## config.mk

```make
export PLATFORM = sky130hd
export DESIGN_NAME = tiny16_control
export DESIGN_NICKNAME = d
export VERILOG_FILES = /design/src/rtl/tiny16_control.sv
export SDC_FILE = /design/constraint.sdc
export NUM_CORES = 1
export LEC_CHECK = 0
export BUFFER_PORTS_ARGS = -buffer_cell sky130_fd_sc_hd__buf_4
export CAP_MARGIN = 10
export CORE_MARGIN = 2
export CORE_UTILIZATION = 38
export DETAILED_ROUTE_END_ITERATION = 8
export GPL_TIMING_DRIVEN = 0
export PLACE_DENSITY_LB_ADDON = 0.15
export SLEW_MARGIN = 10
export SYNTH_ARGS = -nofsm -noshare
export SYNTH_HDL_FRONTEND = slang
export SYNTH_SLANG_ARGS = --single-unit
```

## constraint.sdc

```tcl
create_clock -name clk -period 1.4 [get_ports clk]
set_input_delay 0.21 -clock clk [delete_from_list [all_inputs] [get_ports clk]]
set_output_delay 0.21 -clock clk [all_outputs]
set_load 0.05 [all_outputs]
```

## src/rtl/tiny16_control.sv

```systemverilog
// tiny16 instruction sequencer: fetch/decode/execute FSM driving register-file, ALU and memory strobes.
// Outputs are registered together with the state they belong to; a mem_ready seen at an edge shows up as the following cycle's pulse.
module tiny16_control #(
  parameter bit ILLEGAL_HALT = 1'b1,
  parameter int IMM_W        = 6
) (
  input  logic        clk,
  input  logic        rst,
  input  logic [15:0] instr,
  input  logic        mem_ready,
  input  logic        zero_flag,
  output logic [2:0]  src_sel,
  output logic [2:0]  dst_sel,
  output logic        in_en,
  output logic        out_en,
  output logic        pc_inc,
  output logic [3:0]  alu_op,
  output logic        alu_en,
  output logic [15:0] imm,
  output logic        imm_en,
  output logic        mem_rd,
  output logic        mem_wr,
  output logic        halted,
  output logic        illegal
);

  localparam logic [3:0] OP_MOV   = 4'h1;
  localparam logic [3:0] OP_ADD   = 4'h2;
  localparam logic [3:0] OP_SUB   = 4'h3;
  localparam logic [3:0] OP_AND   = 4'h4;
  localparam logic [3:0] OP_OR    = 4'h5;
  localparam logic [3:0] OP_XOR   = 4'h6;
  localparam logic [3:0] OP_LOAD  = 4'h7;
  localparam logic [3:0] OP_STORE = 4'h8;
  localparam logic [3:0] OP_JZ    = 4'h9;
  localparam logic [3:0] OP_LDI   = 4'hA;
  localparam logic [3:0] OP_HALT  = 4'hF;

  typedef enum logic [3:0] {
    FETCH0, FETCH1, DECODE, EXEC, LOAD_W, LOAD_WB, MEMA, MEMW, STORE_WB, HALT
  } state_t;

  state_t      state;
  logic [15:0] ir;
  logic [3:0]  op;
  logic        undef_op;

  always_comb begin
    op       = ir[15:12];
    undef_op = (op >= 4'hB) && (op <= 4'hE);
  end

  // alu_op and imm are pure field decodes of the instruction register
  assign alu_op = op;
  assign imm    = {{(16-IMM_W){ir[IMM_W-1]}}, ir[IMM_W-1:0]};

  always_ff @(posedge clk) begin
    if (rst) begin
      state   <= FETCH0;
      ir      <= '0;
      src_sel <= '0;
      dst_sel <= '0;
      in_en   <= 1'b0;
      out_en  <= 1'b0;
      pc_inc  <= 1'b0;
      alu_en  <= 1'b0;
      imm_en  <= 1'b0;
      mem_rd  <= 1'b0;
      mem_wr  <= 1'b0;
      illegal <= 1'b0;
      halted  <= 1'b0;
    end else begin
      in_en   <= 1'b0;
      out_en  <= 1'b0;
      pc_inc  <= 1'b0;
      alu_en  <= 1'b0;
      imm_en  <= 1'b0;
      mem_rd  <= 1'b0;
      mem_wr  <= 1'b0;
      illegal <= 1'b0;
      case (state)
        FETCH0: begin
          state   <= FETCH1;
          src_sel <= 3'd0;
          out_en  <= 1'b1;
          mem_rd  <= 1'b1;
        end
        FETCH1: begin
          if (mem_ready) begin
            state   <= DECODE;
            ir      <= instr;
            src_sel <= instr[8:6];
            dst_sel <= instr[11:9];
            pc_inc  <= 1'b1;
          end else begin
            out_en <= 1'b1;
            mem_rd <= 1'b1;
          end
        end
        DECODE: begin
          case (op)
            OP_LOAD: begin
              state  <= LOAD_W;
              out_en <= 1'b1;
              mem_rd <= 1'b1;
            end
            OP_STORE: begin
              // address phase: put mem[dst]'s address (gpr[dst]) on the bus
              state   <= MEMA;
              src_sel <= ir[11:9];
              out_en  <= 1'b1;
            end
            default: begin
              state <= EXEC;
              case (op)
                OP_MOV: begin
                  out_en <= 1'b1;
                  in_en  <= 1'b1;
                end
                OP_ADD, OP_SUB, OP_AND, OP_OR, OP_XOR: begin
                  alu_en <= 1'b1;
                  in_en  <= 1'b1;
                end
                OP_LDI: begin
                  imm_en <= 1'b1;
                  in_en  <= 1'b1;
                end
                OP_JZ: begin
                  if (zero_flag) begin
                    dst_sel <= 3'd0;
                    out_en  <= 1'b1;
                    in_en   <= 1'b1;
                  end
                end
                default: illegal <= undef_op;
              endcase
            end
          endcase
        end
        EXEC: begin
          if (op == OP_HALT || (undef_op && ILLEGAL_HALT)) begin
            state  <= HALT;
            halted <= 1'b1;
          end else begin
            state   <= FETCH0;
            src_sel <= 3'd0;
            out_en  <= 1'b1;
          end
        end
        LOAD_W: begin
          if (mem_ready) begin
            state <= LOAD_WB;
            in_en <= 1'b1;
          end else begin
            out_en <= 1'b1;
            mem_rd <= 1'b1;
          end
        end
        LOAD_WB: begin
          state   <= FETCH0;
          src_sel <= 3'd0;
          out_en  <= 1'b1;
        end
        MEMA: begin
          state   <= MEMW;
          src_sel <= ir[8:6];
          out_en  <= 1'b1;
          mem_wr  <= 1'b1;
        end
        MEMW: begin
          if (mem_ready) begin
            state <= STORE_WB;
          end else begin
            out_en <= 1'b1;
            mem_wr <= 1'b1;
          end
        end
        STORE_WB: begin
          state   <= FETCH0;
          src_sel <= 3'd0;
          out_en  <= 1'b1;
        end
        HALT: state <= HALT;
        default: state <= FETCH0;
      endcase
    end
  end

endmodule

```

==> summary.md <==
| Metric | Value |
|---|---|
| Worst VDD drop | 0.0006541 V |
| Seq cells post-synth | 35 |
| Final Worst Setup Slack | -0.1908 ns |
| Crit. End Element | register |
| Post-synth top cells | 40 x nand2_1, 35 x dfxtp_1, 23 x a21oi_1 |
| Cell taking the most area after synthesis | dfxtp_1 |
| # IOs | 55 |
| Clk root buf | clkbuf_8 |
| Via Count | 1981 |
| Grt ovf | 0 |
| Post-synth top area share | 37.61% |
| GRT met1 Usage | 26.62% |
| Failing checks | setup timing |
| Port Buf Inserts | 53 |
| Net Count, Synth | 258 |
| CTS Buffer Depth | 2 |
| Clk_skew | 0.005896 ns |
| Hold Path Cell Cnt | 3 |
| Mapped Area | 0.001863 mm² |
| Most frequent CP cell | buf_6 |
| CTS tree | built |
| Hpwl dp | 3578 µm |
| Critical Path Max Stage Delay | 0.42 ns |
| Most numerous cell in the Yosys netlist | nand2_1 |
| Number of buffers created by CTS | 5 |
| Fin. Hold Viols | 0 |
| Clock Sinks | 35 |
| Post-route minimum period | 1.591 ns |
| WL per Instance | 15.56 µm |
| Syn Area/Cell | 7.828 µm² |
| Drt pass-1 iters | 4 |
| Period Utilization, post-route | 113.6% |
| Class of the worst hold path | in -> reg |
| Ant. Diodes | 0 |
| Die Wd | 74.02 µm |
| Ranking of synthesized cells by area | dfxtp_1 38%, buf_4 8.5%, nand2_1 8.1% |
| HP Start | instr[5] |
| Clock-pin slew on the worst setup and hold paths | 0.07 ns |
| Data arrival, critical path | 1.80 ns |
| Final-report max-slew violation count | 0 |
| CP bufs+invs | 2 |
| Ys async rst share | 0% |
| Remaining antenna violation count | 0 |
| DP Cell Count | 358 |
| Crit Path Max Fanout | 4 |
| Std-Cell Core Area | 0.004723 mm² |
| Maxcap violations | 0 |
| Fin Setup TNS | -1.281 ns |
| Drt total wl | 5943 µm |
| Final Power | 3158 µW |
| Worst-path cell with the longest stage delay | or3_4 |
| Syn-to-layout area delta | 67.63% |
| Worst slew pin tran | 0.7184 ns |
| Grt met3 use | 3.794% |
| Die area | 0.005479 mm² |
| CTS HTree Levels | 2 |
| CP required | 1.61 ns |
| # hold bufs at CTS | 0 |
| Die Y | 74.02 µm |
| Critical setup path kind | reg -> reg |
| Rows | 25 |
| Vias in the first global route | 1706 |
| Clk Latency, worst-skew pair | 0.29 ns |
| Drc violations | 0 |
| Fin nets | 334 |
| FMAX | 0.6286 GHz |
| Worst Reg-to-Reg Cells | 6 |
| Met2 Use GR | 30.56% |
| Global-route wire length before repair | 8286 µm |
| Setup crit start kind | register |
| Largest net degree at the start of global routing | 13 |
| Leakage power | 0.001311 µW |
| Number of setup violations in the final report | 20 |
| Cell chain of the critical path | buf_6 > buf_6 > or3_4 > a211oi_4 > a32oi_1 > nor3_1 |
| Post-Syn Instances | 238 |
| Initial Util | 39.44% |
| Origin of the critical flop-to-flop path | state[3] |
| RSZ-0062 raised after global routing | true |
| Vias per cell | 5.186 |
| Status | finished, violations left |
| Post-synth EDFFs | 0 |
| Share of cells above drive strength 1 | 54.92% |
| Seq/Total Area, Yosys | 37.61% |
| Most used DFF post-synth | dfxtp_1 |
| Antenna violations before repair | 0 |
| Slew HR | 52.11% |
| GR peak layer | met2 |
| Power per cell area | 1011 mW/mm² |
| Initial DRC count | 110 |
| Stages on worst setup path | 6 |
| Ys Warns | 0 |
| Worst Setup SP | state[3] |
| Yosys cell types | 48 |
| Crit path max-delay family | simple AND/OR/NAND/NOR gates |
| Non-filler instance count after layout | 382 |
| Tot GR Track Use | 19.86% |
| GPL Wtd Cong | 0.8839 |
==> worst min-delay path, cell delays in order <==
cell and delay (ns):
buf_4 0.12, nand2_4 0.04, a21oi_2 0.04
==> logic make-up (layout without fill, tap and decap cells) <==
| family | count (synthesis) | count (layout) | synth area share [%] |
|---|---|---|---|
| simple gates | 88 | 88 | 21.96 |
| compound gates | 60 | 60 | 21.49 |
| buf+inv | 46 | 123 | 14.24 |
| flops | 35 | 35 | 37.61 |
| mux | 6 | 6 | 3.224 |
| xor+xnor | 2 | 2 | 0.9404 |
| fa+ha+maj | 1 | 1 | 0.5373 |
==> worst paths after layout <==
kind,endpoint,slack (ns)
worst max-delay path,in_en,-0.19
worst min-delay path,ir[5],0.15
worst max register to register,in_en,-0.19
worst min register to register,ir[3],0.46
==> where the power goes <==
group	total, µW	internal, µW	leakage [µW]	switching (µW)
registers	1090	1040	0.000291	44.4
clock network	1090	712	0.0000654	378
logic	979	425	0.000955	554
total	3160	2180	0.00131	977
==> routing by layer <==
| metal | up-vias | part of all wire [%] |
|---|---|---|
| met5 | - | 0 |
| met4 | 0 | 1.5 |
| met3 | 10 | 6.4 |
| met2 | 75 | 50 |
| met1 | 932 | 42 |
| li1 | 964 | - |
==> state kept, by name, summed over array words and instances, names as in the netlist <==
signal,cells
ir,16
state,4
dst_sel,3
src_sel,3
alu_en,1
halted,1
illegal,1
imm_en,1
in_en,1
mem_rd,1
mem_wr,1
out_en,1
pc_inc,1
==> layout by cell type (no fill, tap or decap), types with 5 or more instances in the layout <==
master    netlist  layout
nor2_1         16      11
nor3_1          8       6
dfxtp_1        35      27
buf_6           0      12
mux2i_1         6       6
dfxtp_4         0       7
buf_8           0       5
a21oi_1        23      13
clkbuf_1        8       5
nand2_1        40      27
a21oi_2         0      10
nand2_2         0       5
nand2_4         0       7
clkbuf_8        0       6
buf_4          21      83
==> area by class of cell <==
class	instances	area (µm²)
multi-input cells	157	1217
plain buffers	38	331.6
inverters	5	18.77
repair buffers	72	610.6
flip-flops and latches	35	728.2
well taps	67	83.83
clock buffers	6	72.57
fillers	399	1600
clock inverters	2	60.06
==> repair_timing <==
item                       CTS  global route
buffers inserted             6            11
pin swaps                    6            22
gates cloned                 0             2
resized for setup           40            84
setup endpoints to repair   43            30
==> metrics by stage <==
step / hold slack, ns / utilization [%] / area, µm² / setup slack, ns
final: 0.1548 / 66.12 / 3123 / -0.1908
after global routing: 0.1524 / 66.12 / 3123 / -0.2395
after CTS: 0.1495 / 56.26 / 2658 / -0.1881
after detailed placement: 0.4471 / 50.09 / 2366 / -0.3142
after global placement: 0.4432 / 50.09 / 2366 / -0.3004
after floorplan: 0.2996 / - / 1884 / -0.08197
No activity file was read; power rests on OpenSTA's default activity.
